## src/rtl/cvita_to_vrlp.sv

```systemverilog
`default_nettype none
// ============================================================================
//  Module      : cvita_to_vrlp
//  Description : Converts CHDR (compressed VITA) packets into VRLP-framed
//                VITA-49 frames. Each output frame is a VRLP header line, a
//                regenerated VITA header/SID line, the time and payload lines,
//                and a VEND trailer line. The frame length follows the CHDR
//                length field. Input packets that are too short are padded
//                with zero lines. Input packets that are too long are
//                truncated. Either case pulses err.
//  Revision    : 1.0 - initial release
// ----------------------------------------------------------------------------
//  Parameters
//    FIFO_SIZE  log2 depth of the output FIFO (65 bits wide: tlast + data)
//  Ports
//    clk, reset, clear        clock, sync active-high reset / clear
//    i_tdata/i_tlast/i_tvalid/i_tready   CHDR AXI-stream input
//    o_tdata/o_tlast/o_tvalid/o_tready   VRLP AXI-stream output
//    err                      one-cycle pulse on an input length mismatch
// ============================================================================
module cvita_to_vrlp #(
   parameter int FIFO_SIZE = 5
) (
   input  logic        clk,
   input  logic        reset,
   input  logic        clear,
   input  logic [63:0] i_tdata,
   input  logic        i_tlast,
   input  logic        i_tvalid,
   output logic        i_tready,
   output logic [63:0] o_tdata,
   output logic        o_tlast,
   output logic        o_tvalid,
   input  logic        o_tready,
   output logic        err
);

   localparam logic [2:0] c_ST_VRLP = 3'd0;
   localparam logic [2:0] c_ST_VHDR = 3'd1;
   localparam logic [2:0] c_ST_BODY = 3'd2;
   localparam logic [2:0] c_ST_PAD  = 3'd3;
   localparam logic [2:0] c_ST_DROP = 3'd4;
   localparam logic [2:0] c_ST_VEND = 3'd5;

   localparam logic [31:0]        c_VRLP_MAGIC = 32'h56524C50;
   localparam logic [31:0]        c_VEND_MAGIC = 32'h56454E44;
   localparam int                 c_DEPTH      = 1 << FIFO_SIZE;
   localparam logic [FIFO_SIZE:0] c_DEPTH_CNT  = (FIFO_SIZE+1)'(c_DEPTH);

   logic [2:0]  r_state;
   logic [15:0] r_vita_words;
   logic [15:0] r_lines;
   logic [15:0] r_rem;
   logic        r_err;

   logic [64:0]          r_mem [c_DEPTH];
   logic [FIFO_SIZE-1:0] r_wr_ptr;
   logic [FIFO_SIZE-1:0] r_rd_ptr;
   logic [FIFO_SIZE:0]   r_count;

   logic [16:0] w_len_rnd;
   logic [15:0] w_vita_words;
   logic [15:0] w_lines;
   logic [19:0] w_frame_size;
   logic [31:0] w_vita_hdr;
   logic        w_is_ec;
   logic        w_fifo_ready;
   logic        w_fifo_wvalid;
   logic [64:0] w_fifo_wdata;
   logic        w_in_ready;
   logic        w_in_xfer;
   logic        w_err_set;
   logic        w_push;
   logic        w_pop;

   // Header decode from the live input word. The header is held on the input
   // throughout VRLP and VHDR, because VRLP does not consume it.
   assign w_is_ec      = i_tdata[63];
   assign w_len_rnd    = {1'b0, i_tdata[47:32]} + 17'd3;
   assign w_vita_words = (i_tdata[47:32] < 16'd8) ? 16'd2 : {1'b0, w_len_rnd[16:2]};
   assign w_lines      = {1'b0, w_vita_words[15:1]} + {15'd0, w_vita_words[0]};
   assign w_frame_size = {4'd0, w_vita_words} + 20'd3;
   assign w_vita_hdr   = {(w_is_ec ? 4'h5 : 4'h1), 1'b0, i_tdata[62] & ~w_is_ec,
                          1'b0, i_tdata[60] & ~w_is_ec, 2'b00, 1'b0, i_tdata[61],
                          i_tdata[51:48], r_vita_words};

   assign w_fifo_ready = (r_count != c_DEPTH_CNT);
   assign i_tready     = w_in_ready;
   assign w_in_xfer    = i_tvalid & w_in_ready;
   assign err          = r_err;

   always_comb begin
      w_fifo_wvalid = 1'b0;
      w_fifo_wdata  = 65'd0;
      w_in_ready    = 1'b0;
      w_err_set     = 1'b0;
      case (r_state)
         c_ST_VRLP: begin
            w_fifo_wvalid = i_tvalid;
            w_fifo_wdata  = {1'b0, c_VRLP_MAGIC, i_tdata[59:48], w_frame_size};
         end
         c_ST_VHDR: begin
            // The header is already known valid from the VRLP state.
            w_fifo_wvalid = 1'b1;
            w_fifo_wdata  = {1'b0, w_vita_hdr, i_tdata[31:0]};
            w_in_ready    = w_fifo_ready;
            w_err_set     = w_fifo_ready & ((r_lines == 16'd1) != i_tlast);
         end
         c_ST_BODY: begin
            w_fifo_wvalid = i_tvalid;
            w_fifo_wdata  = {1'b0, i_tdata};
            w_in_ready    = w_fifo_ready;
            w_err_set     = w_in_xfer & ((r_rem == 16'd1) != i_tlast);
         end
         c_ST_PAD: begin
            w_fifo_wvalid = 1'b1;
         end
         c_ST_DROP: begin
            w_in_ready = 1'b1;
         end
         c_ST_VEND: begin
            w_fifo_wvalid = 1'b1;
            w_fifo_wdata  = {1'b1, c_VEND_MAGIC, 32'd0};
         end
         default: begin
            w_fifo_wvalid = 1'b0;
         end
      endcase
   end

   always_ff @(posedge clk) begin
      if (reset || clear) begin
         r_state      <= c_ST_VRLP;
         r_vita_words <= 16'd0;
         r_lines      <= 16'd0;
         r_rem        <= 16'd0;
         r_err        <= 1'b0;
      end else begin
         r_err <= w_err_set;
         case (r_state)
            c_ST_VRLP: begin
               if (i_tvalid && w_fifo_ready) begin
                  r_vita_words <= w_vita_words;
                  r_lines      <= w_lines;
                  r_state      <= c_ST_VHDR;
               end
            end
            c_ST_VHDR: begin
               if (w_fifo_ready) begin
                  r_rem <= r_lines - 16'd1;
                  if (r_lines == 16'd1)
                     r_state <= i_tlast ? c_ST_VEND : c_ST_DROP;
                  else
                     r_state <= i_tlast ? c_ST_PAD : c_ST_BODY;
               end
            end
            c_ST_BODY: begin
               if (w_in_xfer) begin
                  r_rem <= r_rem - 16'd1;
                  if (r_rem == 16'd1)
                     r_state <= i_tlast ? c_ST_VEND : c_ST_DROP;
                  else if (i_tlast)
                     r_state <= c_ST_PAD;
               end
            end
            c_ST_PAD: begin
               if (w_fifo_ready) begin
                  r_rem <= r_rem - 16'd1;
                  if (r_rem == 16'd1)
                     r_state <= c_ST_VEND;
               end
            end
            c_ST_DROP: begin
               if (i_tvalid && i_tlast)
                  r_state <= c_ST_VEND;
            end
            c_ST_VEND: begin
               if (w_fifo_ready)
                  r_state <= c_ST_VRLP;
            end
            default: r_state <= c_ST_VRLP;
         endcase
      end
   end

   // Output FIFO: a circular buffer whose head is presented directly.
   assign w_push   = w_fifo_wvalid & w_fifo_ready;
   assign w_pop    = o_tvalid & o_tready;
   assign o_tvalid = (r_count != '0);
   assign {o_tlast, o_tdata} = r_mem[r_rd_ptr];

   always_ff @(posedge clk) begin
      if (w_push)
         r_mem[r_wr_ptr] <= w_fifo_wdata;
   end

   always_ff @(posedge clk) begin
      if (reset || clear) begin
         r_wr_ptr <= '0;
         r_rd_ptr <= '0;
         r_count  <= '0;
      end else begin
         if (w_push)
            r_wr_ptr <= r_wr_ptr + 1'b1;
         if (w_pop)
            r_rd_ptr <= r_rd_ptr + 1'b1;
         if (w_push && !w_pop)
            r_count <= r_count + 1'b1;
         else if (!w_push && w_pop)
            r_count <= r_count - 1'b1;
      end
   end

endmodule
`default_nettype wire
```

## config.mk

```make
export PLATFORM = sky130hd
export DESIGN_NAME = cvita_to_vrlp
export DESIGN_NICKNAME = d
export VERILOG_FILES = /design/src/rtl/cvita_to_vrlp.sv
export SDC_FILE = /design/constraint.sdc
export NUM_CORES = 2
export LEC_CHECK = 0
export ABC_CLOCK_PERIOD_IN_PS = 5400
export CORE_UTILIZATION = 62
export DETAILED_ROUTE_END_ITERATION = 7
export PLACE_DENSITY = 0.76
export SKIP_LAST_GASP = 1
export SLEW_MARGIN = 10
export SYNTH_ARGS = -nofsm -noshare
export SYNTH_HDL_FRONTEND = slang
export SYNTH_SLANG_ARGS = --single-unit
```

## constraint.sdc

```tcl
create_clock -name clk -period 5.4 [get_ports clk]
set_input_delay 1.08 -clock clk [delete_from_list [all_inputs] [get_ports clk]]
set_output_delay 1.08 -clock clk [all_outputs]
set_load 0.03 [all_outputs]
```

# Word level (Yosys, flattened, before mapping)
# Memory sizes are Yosys's and may differ from the RTL's. A register that Yosys moved wholly into a read port is not among the register bits.
# Cells that the tools add are included.
[word_totals]
regBits = 68
mem_bits_rw = 2080
input_bits = 70
mem_count = 1
[classes]
addsub = 9
n_lt_le_gt_ge = 1
eq_ne = 18
muxes = 29
n_bitwise = 8
n_reduce_logical = 17
[memory_table]
columns = ["name", "depth", "word_bits", "read_ports", "rd_clocked_by_memory_dff", "wr", "line", "source"]
rows = [
  ["r_mem", 32, 65, 1, 1, 1, "56", "logic [64:0] r_mem [c_DEPTH];"],
]
[ops]
columns = ["op", "count"]
rows = [
  ["case mux 65 bit (4 select lines)", 1],
  ["2-to-1 mux 16 bit", 3],
  ["case mux 16 bit (3 select lines)", 1],
  ["2-to-1 mux 3 bit", 11],
  ["== test 16 x 1 -> 1 bit, second input constant", 2],
  ["subtractor 16 x 1 -> 16 bit, second input constant", 2],
  ["case mux 3 bit (6 select lines)", 1],
  ["adder 16 x 2 -> 17 bit, second input constant", 1],
  ["adder 15 x 2 -> 16 bit, second input constant", 1],
  ["< comparator 16 x 4 -> 1 bit, second input constant", 1],
  ["adder 14 x 1 -> 15 bit", 1],
  ["2-to-1 mux 15 bit", 1],
  ["inequality test 2 bit, second input constant", 7],
  ["2-to-1 mux 6 bit", 2],
  ["adder 5 x 1 -> 5 bit, second input constant", 2],
  ["2-to-1 mux 5 bit", 2],
  ["AND reduction 8 bit", 1],
  ["bitwise AND 1 bit", 7],
  ["adder 6 x 1 -> 6 bit, second input constant", 1],
  ["== test 3 x 2 -> 1 bit, second input constant", 2],
  ["== test 3 bit, second input constant", 2],
  ["inequality test 6 bit, second input constant", 1],
  ["case mux 1 bit (2 select lines)", 3],
  ["nonzero test 6 bit", 1],
  ["16 further kinds", 25],
]

# Longest topological paths before layout
[depth]
ltp_word = 8
ltp_mapped = 14

# Least setup slack after synthesis
# OpenSTA, ideal clock, no wires.
[synth_timing]
kind = "input to register"
startpoint = "in i_tvalid"
endpoint = "mem r_mem[15][0] (enable)"
t_arrival_ns = 4.608
setup_slack_ns = 0.302
path_stages = 6
n_path_buf = 1
path_cell_list = "nor2_1 > nor2_1 > o21a_1 > clkbuf_1 > nand2_1 > nor2_1"
[synth_via]
elab_chain_cells = 4
[synth_lines]
columns = ["element", "line", "source"]
rows = [
  ["from (decl)", "29", "input logic i_tvalid,"],
  ["case mux 1 bit (2 select lines)", "97", "case (r_state)"],
  ["bitwise AND 1 bit", "187", "assign w_push = w_fifo_wvalid & w_fifo_ready;"],
  ["net w_push", "73", "logic w_push;"],
  ["2-to-1 mux 1 bit", "193", "if (w_push)"],
  ["2-to-1 mux 1 bit (implied by the code)", "194", "r_mem[r_wr_ptr] <= w_fifo_wdata;"],
  ["to (decl)", "56", ""],
]
# The timed path passes the listed nets, and every way through them passes these cells.

==> flow_summary.json <==
{
  "cts_sinks": 2151,
  "syn_inst": 3695,
  "yosysMostFrequentCell": "edfxtp_1",
  "synth_compound_area_share_pct": 1.66,
  "avgViaCountPerCell": 7.21,
  "grt_usage_pct": 33.5,
  "die_x_um": 370,
  "grt_use_met1_pct": 46.4,
  "cts_htree_levels": 4,
  "cpMostUsedCell": "mux4_2",
  "grt_pass1_wl_mm": 315,
  "cp_num_buf_inv": 3,
  "ir_worst_vdd_v": 0.000347,
  "port_buffers": 137,
  "synth_commonest_cells": "edfxtp_1, mux4_2, clkbuf_1",
  "routed_wl_mm": 225,
  "fin_crit_sh_pct": 97.2,
  "rsz0062_at_grt": "false",
  "clkPwrFrac_pct": 35.2,
  "muxShareOfSynthArea_pct": 18.3,
  "powerDensity_nw_per_um2": 406,
  "avgSynthCellArea_um2": 22.7,
  "busiest_layer": "met2",
  "drive_gt1_share_pct": 29.5,
  "seqCellArea_um2": 63900,
  "critPathArrivalTime_ns": 4.17,
  "grtUsageMet2_pct": 51.3,
  "p_sw_uw": 9430,
  "multi_input_area_um2": 19400,
  "rows": 134,
  "grt_use_met3_pct": 10.5,
  "hp-class": "register to register",
  "clock_path_buffers": 3,
  "grt_pass1_vias": 42629,
  "yosysWarnings": 0,
  "ctsResizeCount": 0,
  "yosys.area_share.simple_pct": 1.86,
  "yosysTopAreaCell": "edfxtp_1",
  "worst_clock_skew_ns": 0.0408,
  "crit_family": "multiplexers",
  "layout.nets": 4082,
  "syn2layout_area_growth_pct": 13.4,
  "slew-limit-headroom_pct": 11.4,
  "cts_made_buffers": 201,
  "synth-edff-count": 2080,
  "clk_pin_slew_ns": 0.06,
  "start_kind": "register",
  "tns_ns": 0,
  "dp_hpwl_mm": 112,
  "core_area_um2": 134000,
  "holdBufCountCts": 0,
  "fin_crit_ns": 5.25,
  "antenna_found_initial": 5,
  "cp_slowest_cell": "dfxtp_4",
  "crit_required_ns": 4.32,
  "place.gp.congestion": 0.906,
  "grt_max_degree": 73,
  "synth_adder_area_share_pct": 0.293,
  "drc": 7,
  "ys.flop_type": "edfxtp_1",
  "pre_cts_ws_ns": 0.575,
  "clk_latency_ns": 0.85,
  "status": "finished, violations left",
  "comb_power_share_pct": 15.4,
  "postCtsSetupBuffers": 0,
  "die_h_um": 370,
  "violations": "design-rule violations",
  "p_int_uw": 29100,
  "synth_top_area_share_pct": 74.5,
  "fin_ws_ns": 0.152,
  "synth.area.top_cells": "edfxtp_1, mux4_2, dfxtp_1",
  "avgRoutedWirePerCell_um": 38.0,
  "start_util_pct": 62.7,
  "syn_area_um2": 83800,
  "worstPathCellList": "buf_12 -> buf_4 -> mux4_2 -> mux4_2 -> mux2_2 -> clkdlybuf4s50_1",
  "hold_viol": 0,
  "vias": 42748,
  "critical_path_class": "register to output port",
  "synth.yosys.seq_area_share_pct": 76.2,
  "first_pass_iters": 8,
  "async_reset_ff_share_pct": 0,
  "fill_cells": 7464,
  "syn_nets": 3784,
  "clock-root-buffer": "clkbuf_16",
  "pin_count": 138,
  "critPathMaxFanout": 32,
  "dieArea_um2": 137000,
  "n_antenna_cell": 0,
  "cts_tree": "done",
  "cpPeakStageDelay_ns": 0.61,
  "drv_slew": 0,
  "drt_iter0_drc": 6986,
  "worstSetupEndpointType": "output port",
  "grt-ovfl-total": 0,
  "setup_viol": 0,
  "tightest_slew_ns": 1.33,
  "ant_nets": 0,
  "synth_top_family_by_area": "multiplexers",
  "synth_cell_types": 71,
  "fmax_ghz": 0.191,
  "p_seq_share_pct": 49.4,
  "synth_seq_cells": 2151,
  "cap_viol_max_count": 0,
  "leakage_uw": 0.0288,
  "synthXorXnorAreaFrac_pct": 0.501,
  "swShare_pct": 24.5
}
[sequential cells by signal, summed over array words and instances, names as in the netlist, named ones only]
register	count
r_rd_ptr	5
r_mem	2080
err	1
r_count	6
r_lines	15
r_vita_words	15
r_state	3
r_rem	16
r_wr_ptr	5
[worst register-to-register path, cell delays in order (launching register included)]
cell and delay (ns):
dfxtp_1 0.34, nor4_1 0.55, nand3_1 0.43, and2_1 0.41, inv_1 0.17, ha_1 0.25, inv_1 0.15, ha_1 0.31
a21o_1 0.17, a21o_1 0.21, a211o_1 0.30, o211ai_1 0.14, xnor2_1 0.17, nor2_1 0.06
[stage by stage]
step | total power, uW | instance area [um^2] | hold WS (ns) | util [%] | instances
after global placement | 25100 | 88800 | 0.447 | 66.4 | 5558
after detailed placement | 25200 | 88800 | 0.464 | 66.4 | 5558
after global routing | 39600 | 95100 | 0.503 | 71.0 | 5925
after floorplan | 23300 | 83800 | 0.433 | - | 3695
final | 38500 | 95100 | 0.476 | 71.0 | 5925
after CTS | 38600 | 95000 | 0.474 | 71.0 | 5925
[path summary, 6_finish.rpt]
check	start	to	slack (ns)	depth (start not counted)
setup / recovery	register	o_tdata[47]	0.15	6
hold / removal	r_vita_words[1]	r_vita_words[1]	0.48	2
setup reg to reg	r_count[4]	r_count[5]	1.62	13
hold reg to reg	r_vita_words[1]	r_vita_words[1]	0.48	2
[power groups by stage]
stage	Combinational (uW)	Clock (uW)	Sequential (uW)
after global placement	5750	0	19400
final	5940	13600	19000
after detailed placement	5840	0	19400
after CTS	5950	13700	19000
after floorplan	4010	0	19300
after global routing	6250	14300	19100
[cell usage in the layout (no fill, tap or decap), types with 18 or more instances in the layout]
cell,count
nand3_1,30
nor2_1,69
inv_1,29
clkbuf_16,202
mux4_2,650
buf_4,110
nand2_1,72
o21ai_0,42
mux2_2,65
clkbuf_1,34
nor2_4,34
nor4_1,18
a21oi_1,52
dfxtp_1,65
a22o_1,27
clkinv_1,67
clkdlybuf4s50_1,137
ha_1,18
xnor2_1,29
nor3_1,21
clkinv_2,33
buf_12,53
edfxtp_1,2080
xor2_1,19
[kinds of logic after synthesis]
group,Yosys count
adder cells (fa/ha/maj),19
flip-flops,2151
AO/OA/AOI/OAI,203
buffers and inverters,236
XOR/XNOR,48
multiplexers,716
AND/OR/NAND/NOR,322
[cell type report]
| class | count | share of cell area, % |
|---|---|---|
| clock inverters | 131 | 1.08 |
| flip-flops and latches | 2151 | 67.2 |
| clock buffers | 236 | 5.45 |
| repair buffers | 300 | 3.43 |
| inverters | 31 | 0.122 |
| multi-input cells | 1308 | 20.4 |
| well taps | 1768 | 2.33 |
[per-layer routing]
metal / vias up / part of all wire, %
li1: 16331 / -
met1: 22427 / 35
met2: 3465 / 47
met3: 517 / 14
met4: 8 / 3.6
met5: - / 0.018
Power figures use the tool's default switching activity.
